### config.mk
export PLATFORM = sky130hd
export DESIGN_NAME = network_ram_controller
export DESIGN_NICKNAME = d
export VERILOG_FILES = /design/src/rtl/nn_pkg.sv /design/src/rtl/ram_weight_mux.sv /design/src/rtl/network_ram_controller.sv
export SDC_FILE = /design/constraint.sdc
export NUM_CORES = 1
export LEC_CHECK = 0
export ABC_AREA = 1
export CAP_MARGIN = 20
export CORE_MARGIN = 2
export CORE_UTILIZATION = 49
export DETAILED_ROUTE_END_ITERATION = 8
export PLACE_DENSITY = 0.82
export SLEW_MARGIN = 20
export SYNTH_ARGS = -nofsm -noshare
export SYNTH_HDL_FRONTEND = slang
export SYNTH_SLANG_ARGS = --single-unit
### constraint.sdc
create_clock -name clk -period 3.6 [get_ports clk]
set_input_delay 0.72 -clock clk [delete_from_list [all_inputs] [get_ports clk]]
set_output_delay 0.72 -clock clk [all_outputs]
set_load 0.1 [all_outputs]
### src/rtl/nn_pkg.sv
// Shared constants for the network weight-load path: unit geometry, per-layer
// RAM stride and the state codes of the layer sequencer and RAM read driver.
package nn_pkg;

    localparam int NUM_UNITS        = 4;
    localparam int WEIGHTS_PER_UNIT = 4;
    localparam int LAYER_STRIDE     = NUM_UNITS * WEIGHTS_PER_UNIT;

    localparam logic [1:0] SEQ_IDLE        = 2'd0;
    localparam logic [1:0] SEQ_START_LAYER = 2'd1;
    localparam logic [1:0] SEQ_WAIT_DONE   = 2'd2;
    localparam logic [1:0] SEQ_FINISH      = 2'd3;

    localparam logic [1:0] DRV_IDLE  = 2'd0;
    localparam logic [1:0] DRV_READ  = 2'd1;
    localparam logic [1:0] DRV_FLUSH = 2'd2;
    localparam logic [1:0] DRV_TRIG  = 2'd3;

endpackage

### src/rtl/ram_weight_mux.sv
// Registered demultiplexer steering RAM read data into one of four per-unit
// weight registers, with a one-cycle write strobe for the selected unit.
module ram_weight_mux #(
    parameter int DATA_W = 8
) (
    input  logic              clk,
    input  logic              reset,
    input  logic              write_i,
    input  logic [1:0]        unitSel_i,
    input  logic [DATA_W-1:0] ramData_i,
    output logic [DATA_W-1:0] weight0_o,
    output logic [DATA_W-1:0] weight1_o,
    output logic [DATA_W-1:0] weight2_o,
    output logic [DATA_W-1:0] weight3_o,
    output logic [3:0]        writeVec_o
);

    logic [DATA_W-1:0] weight_q [4];
    logic [3:0]        writeVec_q;

    // Weights hold between loads; only the addressed unit sees a strobe.
    always_ff @(posedge clk or negedge reset) begin
        if (!reset) begin
            for (int i = 0; i < 4; i++) begin
                weight_q[i] <= '0;
            end
            writeVec_q <= '0;
        end else begin
            writeVec_q <= write_i ? (4'b0001 << unitSel_i) : 4'b0000;
            if (write_i) begin
                weight_q[unitSel_i] <= ramData_i;
            end
        end
    end

    assign weight0_o  = weight_q[0];
    assign weight1_o  = weight_q[1];
    assign weight2_o  = weight_q[2];
    assign weight3_o  = weight_q[3];
    assign writeVec_o = writeVec_q;

endmodule

### src/rtl/network_ram_controller.sv
// Layer sequencer, weight-RAM read driver and unit demux for a 3-layer network.
// Define RAM_OUT_REG_EN for a RAM with a 2-cycle (output-registered) read latency.
module network_ram_controller #(
    parameter int NUM_LAYERS = 3,
    parameter int DATA_W     = 8,
    parameter int ADDR_W     = 10
) (
    input  logic              clk,
    input  logic              reset,
    input  logic              start,
    input  logic              done,
    input  logic [DATA_W-1:0] ram_out,
    output logic [ADDR_W-1:0] RAM_address,
    output logic [1:0]        layer,
    output logic              layer_sel,
    output logic              RAM_Controll_Start,
    output logic [1:0]        unit_sel,
    output logic [1:0]        unit_address,
    output logic              write,
    output logic              sum_trigger,
    output logic [DATA_W-1:0] weight0,
    output logic [DATA_W-1:0] weight1,
    output logic [DATA_W-1:0] weight2,
    output logic [DATA_W-1:0] weight3,
    output logic              write0,
    output logic              write1,
    output logic              write2,
    output logic              write3,
    output logic              network_done
);

    import nn_pkg::*;

    localparam int LOADS = NUM_UNITS * WEIGHTS_PER_UNIT;
`ifdef RAM_OUT_REG_EN
    localparam logic FLUSH_LAST = 1'b1;
`else
    localparam logic FLUSH_LAST = 1'b0;
`endif

    logic [1:0]        seqState_q, seqState_d;
    logic [1:0]        layer_q, layer_d;
    logic [1:0]        drvState_q, drvState_d;
    logic [3:0]        cnt_q, cnt_d;
    logic [ADDR_W-1:0] addr_q, addr_d;
    logic              flush_q, flush_d;
    logic [4:0]        rdTag1_q;
    logic [4:0]        rdTag;
    logic [3:0]        writeVec;

    // done is only honoured once the driver has finished loading the layer.
    always_comb begin
        seqState_d = seqState_q;
        layer_d    = layer_q;
        case (seqState_q)
            SEQ_IDLE: begin
                if (start) begin
                    layer_d    = 2'd0;
                    seqState_d = SEQ_START_LAYER;
                end
            end
            SEQ_START_LAYER: seqState_d = SEQ_WAIT_DONE;
            SEQ_WAIT_DONE: begin
                if (done && drvState_q == DRV_IDLE) begin
                    if (layer_q < 2'(NUM_LAYERS - 1)) begin
                        layer_d    = layer_q + 2'd1;
                        seqState_d = SEQ_START_LAYER;
                    end else begin
                        seqState_d = SEQ_FINISH;
                    end
                end
            end
            SEQ_FINISH: seqState_d = SEQ_IDLE;
            default:    seqState_d = SEQ_IDLE;
        endcase
    end

    always_comb begin
        drvState_d = drvState_q;
        cnt_d      = cnt_q;
        addr_d     = addr_q;
        flush_d    = flush_q;
        case (drvState_q)
            DRV_IDLE: begin
                if (RAM_Controll_Start) begin
                    drvState_d = DRV_READ;
                    cnt_d      = 4'd0;
                    addr_d     = ADDR_W'(layer_q) * ADDR_W'(LAYER_STRIDE);
                end
            end
            DRV_READ: begin
                if (cnt_q == 4'(LOADS - 1)) begin
                    drvState_d = DRV_FLUSH;
                    flush_d    = 1'b0;
                end else begin
                    cnt_d  = cnt_q + 4'd1;
                    addr_d = addr_q + ADDR_W'(1);
                end
            end
            DRV_FLUSH: begin
                if (flush_q == FLUSH_LAST) begin
                    drvState_d = DRV_TRIG;
                end else begin
                    flush_d = 1'b1;
                end
            end
            DRV_TRIG: drvState_d = DRV_IDLE;
            default:  drvState_d = DRV_IDLE;
        endcase
    end

    always_ff @(posedge clk or negedge reset) begin
        if (!reset) begin
            seqState_q <= SEQ_IDLE;
            layer_q    <= 2'd0;
            drvState_q <= DRV_IDLE;
            cnt_q      <= 4'd0;
            addr_q     <= '0;
            flush_q    <= 1'b0;
            rdTag1_q   <= 5'd0;
        end else begin
            seqState_q <= seqState_d;
            layer_q    <= layer_d;
            drvState_q <= drvState_d;
            cnt_q      <= cnt_d;
            addr_q     <= addr_d;
            flush_q    <= flush_d;
            rdTag1_q   <= {drvState_q == DRV_READ, cnt_q};
        end
    end

    // The {valid, unit, idx} tag follows the RAM pipeline so it lines up with ram_out.
`ifdef RAM_OUT_REG_EN
    logic [4:0] rdTag2_q;
    always_ff @(posedge clk or negedge reset) begin
        if (!reset) begin
            rdTag2_q <= 5'd0;
        end else begin
            rdTag2_q <= rdTag1_q;
        end
    end
    assign rdTag = rdTag2_q;
`else
    assign rdTag = rdTag1_q;
`endif

    assign write        = rdTag[4];
    assign unit_sel     = rdTag[3:2];
    assign unit_address = rdTag[1:0];

    assign RAM_address        = addr_q;
    assign layer              = layer_q;
    assign layer_sel          = |layer_q;
    assign RAM_Controll_Start = (seqState_q == SEQ_START_LAYER);
    assign network_done       = (seqState_q == SEQ_FINISH);
    assign sum_trigger        = (drvState_q == DRV_TRIG);

    ram_weight_mux #(
        .DATA_W(DATA_W)
    ) u_mux (
        .clk       (clk),
        .reset     (reset),
        .write_i   (write),
        .unitSel_i (unit_sel),
        .ramData_i (ram_out),
        .weight0_o (weight0),
        .weight1_o (weight1),
        .weight2_o (weight2),
        .weight3_o (weight3),
        .writeVec_o(writeVec)
    );

    assign write0 = writeVec[0];
    assign write1 = writeVec[1];
    assign write2 = writeVec[2];
    assign write3 = writeVec[3];

endmodule

Word level (Yosys, flattened, before mapping)
Cells that the tools add are included.

Memories: 0. Logic and storage cells: 72. Input port bits: 12. Memory bits (writable): 0. Latch bits: 0. Bits in read-only memories: 0. Output and inout bits: 57. Flip-flop bits (word level): 62.

Reductions and logical operators: 13. Order comparisons: 3. Bitwise gates (word level): 1. Eq/ne operators: 14. Shifts and indexed selects: 1. Divide/modulo/power cells: 0. $mul: 0. Muxes and demuxes: 25. Add/subtract/negate cells: 3.

Operator list (number): $bwmux 32 (1); $mux 10 (2); $pmux 10 s2 (1); $mux 2 (9); $demux 8 s2 (1); $pmux 2 s4 (2); $ne 2x2->1 const B (7); $mux 4 (3); $add 10x1->10 const B (1); $eq 2x2->1 const B (4); $mux 8 (1); $pmux 4 s2 (1); $reduce_and 3->1 (2); $reduce_bool 2->1 (3); $add 4x1->4 const B (1); $eq 2x1->1 const B (2); $eq 4x4->1 const B (1); $logic_not 2->1 (2); $pmux 2 s2 (1); $reduce_and 2->1 (2); $reduce_and 4->1 (1); $shl 1x2->4 const A (1); $ge 3x3->1 const B (1); $lt 3x1->1 const B (1); other kinds (7) (9).

Logic depth before layout (Yosys ltp)
Gate-level depths: netlist of the first run.

Word-level depth: 6. Mapped depth: 8. Depth with buffers taken out: 8.

Hierarchy
A second synthesis of the first run with hierarchy kept.

Cells, all modules: 309. Area, all modules: 2872.8 um^2.

Modules (own cells, without submodules): ram_weight_mux (area an instance 1490.2 um^2, cells each 151, seq. area each 900.9 um^2, times used 1); network_ram_controller (area an instance 1382.6 um^2, cells each 158, seq. area each 625.6 um^2, times used 1).

Worst setup path after synthesis of the first run
OpenSTA, ideal clock, no wires.

Kind: reg2out. From: register layer_q[0] (netlist: layer[0]). To: output layer_sel. Setup slack: 0.970 ns. Cell stages (with the launch flop): 4. Data arrival time: 1.910 ns. Data required time: 2.880 ns. Buffers on the path: 0. Cells stage by stage: dfrtp_1 -> inv_1 -> ha_1 -> inv_1.

Word-level cells in the longest chain between the ends: 1.

RTL lines: from (decl) (RTL line network_ram_controller.sv:42) `logic [1:0] layer_q, layer_d;`; from (signal assigned) (RTL line network_ram_controller.sv:123) `layer_q <= layer_d;`; $reduce_or 2->1 (RTL line network_ram_controller.sv:153) `assign layer_sel = |layer_q;`; to (decl) (RTL line network_ram_controller.sv:15) `output logic layer_sel,`.

Every way passes these cells.

Worst setup path after layout of the first run
From: register seqState_q[0]. To: output network_done.

Word-level cells in the longest chain between the ends: 1.

RTL lines: from (decl) (RTL line network_ram_controller.sv:41) `logic [1:0] seqState_q, seqState_d;`; from (signal assigned) (RTL line network_ram_controller.sv:122) `seqState_q <= seqState_d;`; $eq 2x2->1 (RTL line network_ram_controller.sv:155) `assign network_done = (seqState_q == SEQ_FINISH);`; to (decl) (RTL line network_ram_controller.sv:29) `output logic network_done`.

Every way passes these cells.

==> metrics.txt, run 1 <==
Pins Over Slew Limit 0; Post-synth ARST share 100%; max incr delay on CP around 1.1 ns; number of DRC markers in iteration 0 roughly 100; post-synthesis cell area 2780 um^2; Leakage between 1.5 and 2 nW; IO Pins 69; clock tree sinks slightly above 60; setup_tns 0 ns; Avg WL per Cell between 10 and 15 um; Post-synth top cells nand2_1 (67), dfrtp_1 (61), o21ai_2 (28); FF+latch area around 1500 um^2; Setup Viol. Count Final 0; Avg Cell Area, Syn 9.96 um^2; clock buffer depth 2; min cycle time layout between 2 and 3 ns; Syn Nets between 200 and 300; Worst Skew 0.00797 ns; Setup crit end kind primary output; CP Launch Type flop; CTS H-tree lvls 3; hold_buf cts 0; WP data arrival ~2 ns; DP Wirelength 4240 um; worst-margin pin slew 1.01 ns; routability congestion estimate from global placement between 0.8 and 0.9; crit path cell chain nand2_1 > inv_1 > clkdlybuf4s50_1; cts repair resizes 0; vias in the first global route 2,178; Detailed Routing Iterations Pass 1 4; Final Hold Viols 0; Worst-Skew Late Latency 0.34 ns; power per cell area a little over 1000 nW/um^2; Die H around 79 um; initial antenna violation count 0; GRT Resource Usage Total 21.0%; DP Area ~3500 um^2; antenna fix cells 0; Reg clk slew, reported paths 0.07 ns; VDD IR max a little under 0.7 mV; Initial Util roughly half; largest net degree at the start of global routing 40; routed vias/inst just over 5; Max transition margin between 30% and 40%; DRC 0; total CTS buffers 9; Crit-path slowest cell clkdlybuf4s50_1; sum of routed wire length over all layers between 5000 and 6000 um; CTS tree built; fill count between 400 and 500; min-delay worst type input port to asynchronous set/reset pin; Tcrit/Tclk final 75.5%; global-route congestion overflow total 0; PortBufs 68; YS warnings 0; chip width between 70 and 80 um; multi-input logic area about 1100 um^2; layout cells sized above 1 between 20% and 30%; Seq cells post-synth approximately 60; top-count cell post-synth nand2_1; cell row count 27; Area Growth Syn to Fin 34.3%; Power Total ~3.8 mW; clock root cell clkbuf_8; top area cells in the synthesized netlist dfrtp_1 (55%), nand2_1 (9.1%), o21ai_2 (8.8%); Most used DFF post-synth dfrtp_1; Yosys top cell by area dfrtp_1; routed vias roughly 2,200; Gate Count Post-Synth about 280; critical path class flop to primary output; wire length of the first global-routing pass 9960 um; RSZ-0062 raised after global routing no; crit path max fanout 4; outcome completed; Final #Nets 373; area share of the largest cell type after synthesis between 50% and 60%; die area between 6000 and 7000 um^2; number of synthesized flops with an enable pin 0; core outline area between 5000 and 6000 um^2; fmax approximately 0.37 GHz; CP Data Required Time ~2.9 ns; postcts setup bufs 0; number of nets with antenna violations after routing 0; Layout Cell Area excl Fill 3730 um^2; Cell variety after synth 31; Max-cap violations 0; sequential share of the synthesized area between 50% and 60%
-- logic make-up (layout without fill, tap and decap cells) --
kind of cell	count (synthesis)	in the layout	share of synthesized area, %
simple gates	114	114	20.1
flops	61	61	55.0
compound gates	55	55	14.2
buf+inv	39	117	6.44
fa+ha+maj	8	8	3.60
xor+xnor	2	2	0.631
-- metal layers --
| layer | track usage [%] | routed length, um | vias to the layer above | share of wire, % |
|---|---|---|---|---|
| li1 | - | - | 1055 | - |
| met1 | 24.5 | 2440 | 1031 | 42 |
| met2 | 35.1 | 2810 | 76 | 48 |
| met3 | 6.36 | 414 | 13 | 7.1 |
| met4 | 10.3 | 138 | 0 | 2.4 |
| met5 | 0 | 0 | - | 0 |
-- state kept, by name (all words and copies together), names as in the netlist --
| signal | flops |
|---|---|
| u_mux.weight0_o | 8 |
| drvState_q | 2 |
| u_mux.weight2_o | 8 |
| rdTag | 5 |
| seqState_q | 2 |
| u_mux.writeVec_o | 4 |
| layer | 2 |
| u_mux.weight3_o | 8 |
| u_mux.weight1_o | 8 |
| RAM_address | 10 |
| cnt_q | 4 |
-- power by group --
part | switching (mW) | total (mW) | internal, mW
combinational | 1.63 | 2.09 | 0.460
sequential | 0.129 | 0.982 | 0.853
clock | 0.258 | 0.750 | 0.492
-- worst paths after layout --
kind                                                 from                        endpoint  slack [ns]  depth (start not counted)
worst max register to register  drvState_q[1]$_DFFE_PN0P_      RAM_address[6]$_DFFE_PN0P_        1.71                          7
worst min register to register       cnt_q[1]$_DFFE_PN0P_              rdTag[1]$_DFF_PN0_        0.45                          0
worst min-delay path                                reset  u_mux.weight3_o[5]$_DFFE_PN0P_        0.35                          1
max in group asynchronous                           reset  u_mux.weight1_o[7]$_DFFE_PN0P_        2.38                          2
min in group clk                     cnt_q[1]$_DFFE_PN0P_              rdTag[1]$_DFF_PN0_        0.45                          0
worst max-delay path            seqState_q[0]$_DFFE_PN0P_                    network_done        0.88                          3
-- area by class of cell --
cell class	count	area share [%]
clock buffers	11	4.06
well taps	72	2.42
multi-input cells	179	28.7
flip-flops and latches	61	40.9
clock inverters	4	2.55
repair buffers	69	18.0
inverters	33	3.32
-- placed cells by master, fill, tap and decap left out, types with 3 or more instances in the layout --
cell / Yosys / final
nor3_2: 3 / 3
clkbuf_8: 0 / 11
o21ai_2: 28 / 28
o21ai_1: 14 / 14
buf_4: 0 / 6
inv_1: 23 / 23
nand2_1: 67 / 67
o31ai_1: 3 / 3
nand2_2: 8 / 8
clkdlybuf4s50_1: 0 / 62
nand3_1: 12 / 12
dfrtp_1: 61 / 61
bufinv_16: 0 / 3
a21oi_1: 6 / 6
nor2_1: 10 / 10
inv_2: 10 / 10
ha_1: 8 / 8
nand4_1: 3 / 3
-- per-stage QoR --
stage / cells / setup WS [ns] / hold WS (ns) / utilization [%]
finish: 429 / 0.883 / 0.346 / 67.7
global route: 429 / 0.822 / 0.387 / 67.7
global placement: 414 / 1.26 / 0.421 / 63.3
detailed placement: 414 / 1.26 / 0.439 / 63.3
CTS: 429 / 0.873 / 0.356 / 67.7
floorplan: 279 / 0.970 / 0.398 / -
-- critical path, delay by kind of cell (launching register included) --
kind	cells	cell delay, ns
DFF	1	0.41
buffers and inverters	2	1.17
and+or+nand+nor	1	0.07
Note: power is estimated with default switching activity, not from simulation.
==> run 2: changes to the inputs <==
Clock period 3.6 ns to 2.8 ns, I/O delays scaled along.
==> metrics.txt, run 2 (synthesis results as in run 1) <==
vias in the first global route 1,923 (-12%); number of DRC markers in iteration 0 80 (-21%); initial antenna violation count 0 (unchanged); antenna fix cells 0 (unchanged); most frequent cells in the layout nand2_1 (67), dfrtp_1 (61), buf_4 (59); fill count 461 (+6.0%); Pins Over Slew Limit 0 (unchanged); worst setup path end layer_sel; WP data arrival 1.32 ns (-0.68 ns); clock root cell clkbuf_8; DP Wirelength 4020 um (-5.2%); PortBufs 68 (unchanged); sum of routed wire length over all layers 5500 um (-5.1%); routed vias/inst 4.95 (-2.4%); Final #Nets 374 (+0.27%); Final Hold Viols 0 (unchanged); Setup Viol. Count Final 0 (unchanged); most common cell after layout, fill and taps aside nand2_1; setup_tns 0 ns (unchanged); CP Data Required Time 2.24 ns (-0.64 ns); number of nets with antenna violations after routing 0 (unchanged); reg-to-reg endpoint RAM_address[6]$_DFFE_PN0P_; cell row count 27 (unchanged); routed vias 2,128 (-2.2%); R2R setup slack 0.99 ns (-0.72 ns); hold_buf cts 0 (unchanged); Worst Setup SP layer[0]$_DFFE_PN0P_; cts repair resizes 0 (unchanged); Die H 79.3 um (unchanged); metal3 WL 393 um (-5.1%); stages on the worst setup path 4 (+1); CTS H-tree lvls 3 (unchanged); crit path buf inv count 3 (+1); outcome completed; crit path max fanout 3 (-1); chip width 79.3 um (unchanged); largest net degree at the start of global routing 33 (-18%); postcts setup bufs 0 (unchanged); CTS tree built; CP Launch Type flop; core outline area 5510 um^2 (unchanged); min-delay worst type input port to asynchronous set/reset pin; worst-margin pin slew 0.689 ns (-0.321 ns); Area Growth Syn to Fin 28.2%; die area 6290 um^2 (unchanged); Final Util 64.6% (-3.1 points); DP Area 3360 um^2 (-3.5%); Avg WL per Cell 12.8 um (-5.3%); global-route congestion overflow total 0 (unchanged); Max transition margin 54.1% (+22 points); fmax between 0.5 and 0.6 GHz; uppermost layer routed met4; CP top delay family buffers and inverters; Initial Util 50.4% (unchanged); R2R Path Start drvState_q[1]$_DFFE_PN0P_; clock tree sinks 61 (unchanged); crit path cell chain inv_1 > ha_1 > inv_1 > buf_4; clock buffer depth 2 (unchanged); total CTS buffers 9 (unchanged); Tcrit/Tclk final about two thirds; multi-input logic area 1070 um^2 (unchanged); Worst-Skew Late Latency 0.33 ns (about the same); Crit-path slowest cell dfrtp_1; Met1 Wirelength 2490 um (+2.1%); IO Pins 69 (unchanged); Max-cap violations 0 (unchanged); Worst Skew 0.00811 ns (+0.000142 ns); critical path class flop to primary output; RSZ-0062 raised after global routing no; R2R depth 7 (unchanged); final non-filler cell total 430 (+0.23%); CP dominant cell by count inv_1; met2 WL 2560 um (-9.0%); wire length of the first global-routing pass 9010 um (-9.5%); DRC 0 (unchanged); FF+latch area 1530 um^2 (unchanged); Reg clk slew, reported paths 0.07 ns (about the same); GRT Resource Usage Total 18.8% (-2.2 points); layout cells sized above 1 37.4% (+15 points); Cell Count Post-Placement 415 (+0.24%); Detailed Routing Iterations Pass 1 4 (unchanged); max incr delay on CP 0.37 ns (-0.75 ns); routability congestion estimate from global placement 0.820 (-2.1%); Setup crit end kind primary output; Layout Cell Area excl Fill 3560 um^2 (-4.6%); min cycle time layout between 1.5 and 2 ns; max FFs per register 10 (unchanged)
run 2: per-layer routing:
| layer | vias up | global-route usage [%] |
|---|---|---|
| li1 | 1065 | - |
| met3 | 9 | 5.45 |
| met4 | 0 | 7.59 |
| met1 | 980 | 24.8 |
| met5 | - | 0 |
| met2 | 74 | 29.2 |
run 2: how the worst min path moves through the flow:
stage | from | endpoint
floorplan | reset | RAM_address[0]$_DFFE_PN0P_
global route | reset | u_mux.weight2_o[6]$_DFFE_PN0P_
finish | reset | u_mux.weight0_o[6]$_DFFE_PN0P_
detailed placement | cnt_q[1]$_DFFE_PN0P_ | rdTag[1]$_DFF_PN0_
global placement | cnt_q[1]$_DFFE_PN0P_ | rdTag[1]$_DFF_PN0_
CTS | reset | u_mux.weight2_o[6]$_DFFE_PN0P_
run 2: cell type report:
cell class	instances	share of cell area [%]
sequential	61	42.9
timing repair buffer	70	15.4
inverter	33	3.48
clock inverter	4	1.34
tap	72	2.53
clock buffer	11	4.25
multi-input combinational	179	30.1
run 2: worst reg2reg max path, stage by stage (launching register included):
cell and delay (ns):
dfrtp_1 0.40, inv_1 0.12, ha_1 0.46, or2_4 0.24, nand3_4 0.19, o21bai_1 0.19, inv_1 0.05, nor2_1 0.09
run 2: through the flow:
step / worst slack, ns / hold slack, ns
2_1_floorplan: 0.330 / 0.264
3_3_place_gp: 1.07 / 0.420
3_5_place_dp: 1.01 / 0.423
4_1_cts: 0.911 / 0.277
5_1_grt: 0.842 / 0.308
6_report: 0.923 / 0.264
Power of run 2 is not shown: default switching activity piles up to over one toggle a cycle in this logic, so the estimate is an artifact.
